<file path="config.mk">
export PLATFORM = sky130hd
export DESIGN_NAME = lockstep_ctrl
export DESIGN_NICKNAME = d
export VERILOG_FILES = /design/src/rtl/lockstep_ctrl.sv
export SDC_FILE = /design/constraint.sdc
export NUM_CORES = 1
export LEC_CHECK = 0
export ABC_AREA = 1
export BUFFER_PORTS_ARGS = -buffer_cell sky130_fd_sc_hd__buf_2
export CAP_MARGIN = 10
export CORE_MARGIN = 2
export CORE_UTILIZATION = 43
export DETAILED_ROUTE_END_ITERATION = 7
export PLACE_DENSITY = 0.79
export SETUP_SLACK_MARGIN = 0.2
export SYNTH_ARGS = -nofsm -noshare
export SYNTH_HDL_FRONTEND = slang
export SYNTH_SLANG_ARGS = --single-unit
</file>
<file path="constraint.sdc">
create_clock -name clk_i -period 1.3 [get_ports clk_i]
set_input_delay 0.065 -clock clk_i [delete_from_list [all_inputs] [get_ports clk_i]]
set_output_delay 0.065 -clock clk_i [all_outputs]
set_load 0.01 [all_outputs]
</file>
<file path="src/rtl/lockstep_ctrl.sv">
// Lockstep entry/exit sequencer: halts cores, drains outstanding TCDM traffic, then flips lockstep_mode_o.
// Mode/halt are registered (halt +1, mode +2 on a clean entry); same_address_o is combinational.
module lockstep_ctrl #(
  parameter int NB_CORES = 8,
  parameter int ADDR_W   = 32,
  parameter int CNT_W    = 3,
  parameter int TIMEOUT  = 255
) (
  input  logic                       clk_i,
  input  logic                       rst_i,
  input  logic                       enter_req_i,
  input  logic                       exit_req_i,
  input  logic                       clear_i,
  input  logic [NB_CORES-1:0]        core_req_i,
  input  logic [NB_CORES-1:0]        core_gnt_i,
  input  logic [NB_CORES-1:0]        core_rvalid_i,
  input  logic [NB_CORES*ADDR_W-1:0] core_addr_i,
  output logic [NB_CORES-1:0]        core_halt_o,
  output logic                       lockstep_mode_o,
  output logic                       same_address_o,
  output logic                       busy_o,
  output logic                       error_o,
  output logic [2:0]                 state_o
);

  typedef enum logic [2:0] {
    NORMAL    = 3'd0,
    DRAIN_IN  = 3'd1,
    LOCKSTEP  = 3'd2,
    DRAIN_OUT = 3'd3,
    ERROR     = 3'd4
  } state_e;

  localparam logic [7:0] TMO_MAX = 8'(TIMEOUT);

  state_e              state_q, state_d;
  logic [CNT_W-1:0]    cnt_q [NB_CORES];
  logic [CNT_W-1:0]    cnt_d [NB_CORES];
  logic                ovf_q, ovf_d, ovf_now;
  logic [7:0]          tmo_q, tmo_d;
  logic [NB_CORES-1:0] halt_q;
  logic                mode_q;
  logic                clr;
  logic                all_zero, drained, timed_out, addr_eq;

  // Simultaneous issue and response on a core cancel out and never flag overflow.
  always_comb begin
    ovf_now  = 1'b0;
    all_zero = 1'b1;
    for (int k = 0; k < NB_CORES; k++) begin
      cnt_d[k] = cnt_q[k];
      if (cnt_q[k] != '0) all_zero = 1'b0;
      if (core_req_i[k] && core_gnt_i[k] && !core_rvalid_i[k]) begin
        if (&cnt_q[k]) ovf_now = 1'b1;
        else           cnt_d[k] = cnt_q[k] + CNT_W'(1);
      end else if (core_rvalid_i[k] && !(core_req_i[k] && core_gnt_i[k])) begin
        if (cnt_q[k] == '0) ovf_now = 1'b1;
        else                cnt_d[k] = cnt_q[k] - CNT_W'(1);
      end
    end
    drained   = all_zero && (core_req_i == '0);
    timed_out = (tmo_q == TMO_MAX);
  end

  always_comb begin
    state_d = state_q;
    ovf_d   = ovf_q | ovf_now;
    clr     = 1'b0;
    unique case (state_q)
      NORMAL:    if (enter_req_i) state_d = DRAIN_IN;
      DRAIN_IN: begin
        if (drained)        state_d = LOCKSTEP;
        else if (timed_out) state_d = ERROR;
      end
      LOCKSTEP:  if (exit_req_i) state_d = DRAIN_OUT;
      DRAIN_OUT: begin
        if (drained)        state_d = NORMAL;
        else if (timed_out) state_d = ERROR;
      end
      ERROR: begin
        if (clear_i) begin
          state_d = NORMAL;
          clr     = 1'b1;
          ovf_d   = 1'b0;
        end
      end
      default: state_d = ERROR;
    endcase
    if (state_q != ERROR && ovf_d) state_d = ERROR;
  end

  always_comb begin
    tmo_d = 8'd0;
    if (state_d == state_q && (state_q == DRAIN_IN || state_q == DRAIN_OUT))
      tmo_d = timed_out ? tmo_q : tmo_q + 8'd1;
  end

  // Outputs are registered from the next state so they line up with the first cycle in it.
  always_ff @(posedge clk_i or posedge rst_i) begin
    if (rst_i) begin
      state_q <= NORMAL;
      ovf_q   <= 1'b0;
      tmo_q   <= 8'd0;
      halt_q  <= '0;
      mode_q  <= 1'b0;
      for (int k = 0; k < NB_CORES; k++) cnt_q[k] <= '0;
    end else begin
      state_q <= state_d;
      ovf_q   <= ovf_d;
      tmo_q   <= tmo_d;
      halt_q  <= (state_d == DRAIN_IN || state_d == DRAIN_OUT || state_d == ERROR) ?
                 {NB_CORES{1'b1}} : '0;
      mode_q  <= (state_d == LOCKSTEP || state_d == DRAIN_OUT);
      for (int k = 0; k < NB_CORES; k++) cnt_q[k] <= clr ? '0 : cnt_d[k];
    end
  end

  always_comb begin
    addr_eq = 1'b1;
    for (int k = 1; k < NB_CORES; k++)
      if (core_addr_i[k*ADDR_W +: ADDR_W] != core_addr_i[0 +: ADDR_W]) addr_eq = 1'b0;
  end

  assign same_address_o  = mode_q && (&core_req_i) && addr_eq;
  assign core_halt_o     = halt_q;
  assign lockstep_mode_o = mode_q;
  assign busy_o          = (state_q == DRAIN_IN || state_q == DRAIN_OUT || state_q == ERROR);
  assign error_o         = (state_q == ERROR);
  assign state_o         = state_q;

endmodule

</file>
==> key figures, run 1 <==
Placement
  – Port bufs: 299
  – Dpl cells: 1,698
  – Placer Congestion: 1.05
  – Final HPWL from detailed placement: 23,000 um
  – Pre-CTS setup slack: -0.443 ns

Routing
  – WL final: 28,300 um
  – Vias per cell: 5.11
  – ANT nets after route: 0
  – Initial drt markers: 614
  – Total number of vias: 8,847
  – DRC: 0
  – Pre-antenna DRT Iters: 6
  – DR WL/cell: 16.3 um

Setup path
  – Worst Path Class, Setup: reg -> out
  – Worst path top cell family by delay: simple AND/OR/NAND/NOR gates
  – Max FO, Critical Path: 2
  – CP cell instances: nand3_2, nor2_4, nand2_2, nor2_2, nand2_1, nor2_1, nand3_1, nor2_2, buf_2
  – Worst R2R Setup Slack: -0.31 ns
  – Largest stage delay, worst path: 0.36 ns
  – Reg-to-Reg Start: cnt_q[17]
  – Critical Path RT: 1.24 ns
  – R2R depth: 8
  – Critical Path Start Type: flop
  – Setup crit end kind: primary output
  – CP startpoint: lockstep_mode_o
  – RR Endpoint: lockstep_mode_o
  – Crit-path most repeated cell: nor2_2
  – CP arrival: 1.64 ns
  – Slowest CP cell: dfrtp_1
  – Bufs and invs on worst path: 1

GRT
  – Initial antenna violation count: 6
  – First-pass GRT wire length: 40,400 um
  – Vias in the first global route: 8,169
  – Grt total ovfl: 0
  – GRT Util Overall: 35.5%
  – Largest net degree at the start of global routing: 39

Min path
  – Hold path start: clear_i
  – Hold/Removal Path Class: in -> reg
  – Hold Path Sink: cnt_q[0]
  – Hold Path Depth: 4

STA
  – RSZ-0062 raised after global routing: yes
  – Slew margin rel.: 74.5%
  – Final setup violation count: 32
  – Final WS setup: -0.404 ns
  – Min Hold Slack: 0.173 ns
  – Tcrit/Tclk final: 131%
  – Slew at the pin with the worst max-slew slack: 0.378 ns
  – Final hold violation count: 0
  – Layout Skew: 0.00263 ns
  – Max Slew Vio Count: 0
  – Tmin final: 1.70 ns
  – Fmax: 587 MHz

Floorplan
  – Initial core utilization: 43.7%
  – Chip height: 123 um
  – I/O pins: 300
  – Die ar.: 15,000 um2
  – Row count: 43
  – Core region area: 13,800 um2
  – DIE WIDTH: 123 um

Finish
  – Commonest non-fill, non-tap cell in the layout: nand2_1
  – Footprint of the multi-input gates: 4490 um2
  – Layout Cells excl Fill: 1,732
  – Final #Nets: 1,839
  – Core Util, Final: 66.2%
  – Most frequent cells in the layout: nand2_1, buf_2, inv_1
  – Share of cells above drive strength 1: 36.1%
  – Fillers: 1,304
  – Area growth syn-to-layout: 51.3%
  – FF/Latch Area: 956 um2

Synth
  – Mapped cell area: 6050 um2
  – Async SR Flop Fraction: 100%
  – Yosys reg bits: 38
  – Ys Warns: 0
  – Syn Nets: 1,446
  – Post-synthesis sequential area ratio: 15.7%
  – Post-synth cell types: 34
  – Syn avg cell area: 5.25 um2
  – Dominant synthesized flop cell: dfrtp_1
  – Post-synthesis cell count: 1,152
  – EDFF count, synth: 0

Outcome
  – Status: finished, violations left
  – Failing checks: negative setup slack

Clock tree
  – # clock sinks: 38
  – Worst-case clock buffer depth: 2
  – H-tree lvl count: 2
  – Clock root cell: clkbuf_16
  – Clk_lat worst skew: 0.29 ns
  – Clk slew on worst S/H paths: 0.06 ns
  – CTS tree: yes
  – Total CTS buffers: 5

Power
  – Static Leak: 5.14 nW
  – Tot Pwr: 0.0101 W
  – Pwr per Cell Area: 1100 nW/um2
  – Peak supply drop: 1.59 mV

Run
  – Max-cap violations: 0
-- sequential cells by signal, indices dropped and copies added, names as in the netlist --
name / flops
ovf_q: 1
lockstep_mode_o: 1
state_o: 3
tmo_q: 8
cnt_q: 24
core_halt_o: 1
-- per-stage QoR --
stage	setup TNS, ns	instance area, um2
after floorplan	-0.0574	6120
after global placement	-3.51	8410
after detailed placement	-4.30	8410
after CTS	-4.75	8860
after global routing	-8.88	9140
final	-6.18	9150
-- worst max path at each step --
stage / endpoint / slack, ns / cells past startpoint
2_1_floorplan: tmo_q[0] / -0.02 / 9
3_3_place_gp: same_address_o / -0.41 / 10
3_5_place_dp: same_address_o / -0.44 / 10
4_1_cts: same_address_o / -0.43 / 9
5_1_grt: same_address_o / -0.52 / 13
6_report: same_address_o / -0.40 / 9
-- final cells by class --
class | instances | share of cell area [%]
antenna | 6 | 0.164
clock buffer | 5 | 1.37
clock inverter | 3 | 0.752
inverter | 199 | 8.47
multi-input combinational | 890 | 49.1
sequential | 38 | 10.4
tap | 180 | 2.46
timing repair buffer | 411 | 27.3
-- where the power goes --
part / switching (W) / leakage, nW / internal (W)
Sequential: 0.000386 / 0.484 / 0.00158
Combinational: 0.00353 / 4.57 / 0.00297
Clock: 0.000528 / 0.0940 / 0.00110
-- synth_stat cells, types with 3 or more instances --
master     n  area [um2]
inv_1    187         702
a21oi_1   26         130
buf_6      4        45.0
or2_2      5        31.3
nor2_1   143         537
nand2_2    4        25.0
nor2_4     3        33.8
or2_1      3        18.8
xnor2_1   31         272
nor3_1     7        35.0
dfrtp_1   38         951
nand3_1   35         175
inv_2     11        41.3
o21a_1     3        22.5
buf_2      7        35.0
fa_1       8         160
o21ai_1   14        70.1
buf_4     13        97.6
nand4_1   27         169
xor2_1    18         158
nand2_1  449        1690
o21ai_0   97         485
-- what timing repair did --
action / CTS / global route
hold buffers: 1 / 0
hold endpoints to repair: 38 / 0
gates cloned: 1 / 0
gates resized for setup: 59 / 61
pin swaps: 46 / 24
endpoints found under the setup margin: 41 / 42
buffers inserted: 7 / 11
-- metal layers --
metal	track usage, %	vias to the layer above	wire [um]
li1	-	4302	-
met1	38.8	3947	10200
met2	62.9	489	13600
met3	7.11	105	2640
met4	21.8	4	1790
met5	0	-	25
-- logic make-up (layout without fill, tap and decap cells) --
| logic type | count (synthesis) | in the layout | synth area share, % |
|---|---|---|---|
| AO/OA/AOI/OAI | 149 | 149 | 12.8 |
| other | 0 | 6 | 0 |
| flip-flops | 38 | 38 | 15.7 |
| AND/OR/NAND/NOR | 683 | 683 | 46.1 |
| buffers and inverters | 224 | 618 | 15.4 |
| XOR/XNOR | 49 | 49 | 7.10 |
| adder cells (fa/ha/maj) | 9 | 9 | 2.86 |
-- worst register-to-register path, delay by kind of cell, from the launching register on --
family | cells | cell delay, ns
buffers and inverters | 1 | 0.07
AOI/OAI and AO/OA | 2 | 0.39
DFF | 1 | 0.40
and+or+nand+nor | 5 | 0.64
Power figures use the tool's default switching activity.
==> run 2: changes to the inputs <==
Settings changed: RECOVER_POWER set to 50, SKIP_CTS_REPAIR_TIMING set to 1.
==> key figures, run 2 (same netlist as run 1, synthesis figures left out) <==
Routing
  – DRC: 0 (unchanged)
  – Routed met3 length: 2690 um (+1.9%)
  – Highest routed layer: met5
  – WL final: 27,900 um (-1.2%)
  – ANT nets after route: 0 (unchanged)
  – DR WL/cell: 16.2 um (-1.0%)
  – Vias per cell: 5.06 (-0.99%)
  – Initial drt markers: 652 (+6.2%)
  – Total number of vias: 8,739 (-1.2%)
  – Met1 wire length: 9920 um (-2.6%)
  – Met2 Routed Length: 13,600 um (-0.14%)
  – Pre-antenna DRT Iters: 6 (unchanged)

Clock tree
  – CTS tree: yes
  – Clk slew on worst S/H paths: 0.06 ns (about the same)
  – Clk_lat worst skew: 0.29 ns (about the same)
  – # clock sinks: 38 (unchanged)
  – Clock root cell: clkbuf_16
  – Total CTS buffers: 5 (unchanged)
  – Worst-case clock buffer depth: 2 (unchanged)
  – H-tree lvl count: 2 (unchanged)

STA
  – RSZ-0062 raised after global routing: yes
  – Max Slew Vio Count: 0 (unchanged)
  – Final setup violation count: 32 (unchanged)
  – Min Hold Slack: 0.209 ns (+0.0365 ns)
  – Layout Skew: 0.00144 ns (-0.00119 ns)
  – Tcrit/Tclk final: 136% (+4.5 points)
  – Setup TNS: -5.92 ns (+0.262 ns)
  – Tmin final: 1.76 ns (+0.0586 ns)
  – Final WS setup: -0.463 ns (-0.0586 ns)
  – Slew margin rel.: 63.9% (-11 points)
  – Fmax: 567 MHz (-3.3%)
  – Final hold violation count: 0 (unchanged)
  – Slew at the pin with the worst max-slew slack: 0.541 ns (+0.164 ns)

Floorplan
  – Die ar.: 15,000 um2 (unchanged)
  – Core region area: 13,800 um2 (unchanged)
  – I/O pins: 300 (unchanged)
  – Row count: 43 (unchanged)
  – Chip height: 123 um (unchanged)
  – DIE WIDTH: 123 um (unchanged)
  – Initial core utilization: 43.7% (unchanged)

GRT
  – GRT Util Overall: 34.5% (-0.98 points)
  – Vias in the first global route: 7,943 (-2.8%)
  – First-pass GRT wire length: 39,200 um (-2.8%)
  – Grt total ovfl: 0 (unchanged)
  – Largest net degree at the start of global routing: 39 (unchanged)
  – Initial antenna violation count: 6 (unchanged)

Finish
  – Most flops, register: cnt_q
  – Core Util, Final: 65.8% (-0.37 points)
  – Final Instance Area: 9100 um2 (-0.56%)
  – Area growth syn-to-layout: 50.4%
  – Most frequent cells in the layout: nand2_1, buf_2, inv_1
  – Commonest non-fill, non-tap cell in the layout: nand2_1
  – Layout Cells excl Fill: 1,728 (-0.23%)
  – Final #Nets: 1,836 (-0.16%)
  – Share of cells above drive strength 1: 35.9% (-0.19 points)
  – Largest register FFs: 24 (unchanged)

Power
  – Static Leak: 5.12 nW (-0.54%)
  – Peak supply drop: 1.56 mV (-2.4%)
  – Pwr per Cell Area: 1100 nW/um2 (about the same)

Setup path
  – Setup crit end kind: primary output
  – Crit-path most repeated cell: nor2_2
  – Bufs and invs on worst path: 1 (unchanged)
  – Max FO, Critical Path: 2 (unchanged)
  – Worst path top cell family by delay: simple AND/OR/NAND/NOR gates
  – Critical Path Start Type: flop
  – Largest stage delay, worst path: 0.36 ns (about the same)
  – Worst Path Class, Setup: reg -> out
  – Critical Path RT: 1.24 ns (about the same)
  – CP cell instances: nand3_2, nor2_4, nand2_2, nor2_2, nand2_1, nor2_1, nand3_1, nor2_2, buf_2
  – Slowest CP cell: dfrtp_1
  – CP arrival: 1.70 ns (+0.06 ns)

Placement
  – Placer Congestion: 1.05 (unchanged)
  – Dpl cells: 1,698 (unchanged)
  – Port bufs: 299 (unchanged)
  – Placed Area: 8410 um2 (unchanged)
  – Final HPWL from detailed placement: 23,000 um (unchanged)

Run
  – Max-cap violations: 0 (unchanged)

Min path
  – Hold/Removal Path Class: in -> reg

Outcome
  – Status: finished, violations left
  – Failing checks: negative setup slack
[run 2: final timing paths]
path,slack (ns),depth (start not counted),end,startpoint
setup / recovery,-0.46,9,same_address_o,lockstep_mode_o
min in group asynchronous,0.47,4,lockstep_mode_o,rst_i
hold reg to reg,0.54,2,tmo_q[0],tmo_q[0]
hold / removal,0.21,4,cnt_q[0],clear_i
setup reg to reg,-0.31,11,tmo_q[0],cnt_q[1]
max in group asynchronous,0.43,4,cnt_q[2],rst_i
[run 2: routing by layer]
| metal | GRT usage [%] | vias to the layer above |
|---|---|---|
| li1 | - | 4298 |
| met1 | 38.0 | 3853 |
| met2 | 60.9 | 476 |
| met3 | 7.02 | 106 |
| met4 | 21.0 | 6 |
| met5 | 0 | - |
[run 2: metrics by stage]
step | power, W | setup slack (ns)
2_1_floorplan | 0.00497 | -0.0179
3_3_place_gp | 0.00684 | -0.409
3_5_place_dp | 0.00697 | -0.443
4_1_cts | 0.00863 | -0.478
5_1_grt | 0.0108 | -0.538
6_report | 0.0101 | -0.463
[run 2: layout make-up]
class	count	area [um2]
diodes	5	12.5
clock buffers	5	125
clock inverters	3	68.8
fillers	1310	4730
inverters	199	767
multi-input cells	890	4490
flip-flops and latches	38	958
well taps	180	225
repair buffers	408	2450
[run 2: report_power, final]
part           internal (W)  switching, W  total [W]
clock               0.00110      0.000527    0.00163
combinational       0.00294       0.00348    0.00642
sequential          0.00159      0.000409    0.00200
total               0.00563       0.00442     0.0101
[run 2: worst reg2reg max path, stage by stage (launching register included)]
cell,delay [ns]
dfrtp_1,0.40
inv_2,0.10
nor2_1,0.06
nand2_1,0.09
nand2_1,0.08
nand2_1,0.08
nand2_1,0.07
nor2_2,0.14
nand2_1,0.09
nand2_2,0.14
nand3_4,0.17
nor2_2,0.12
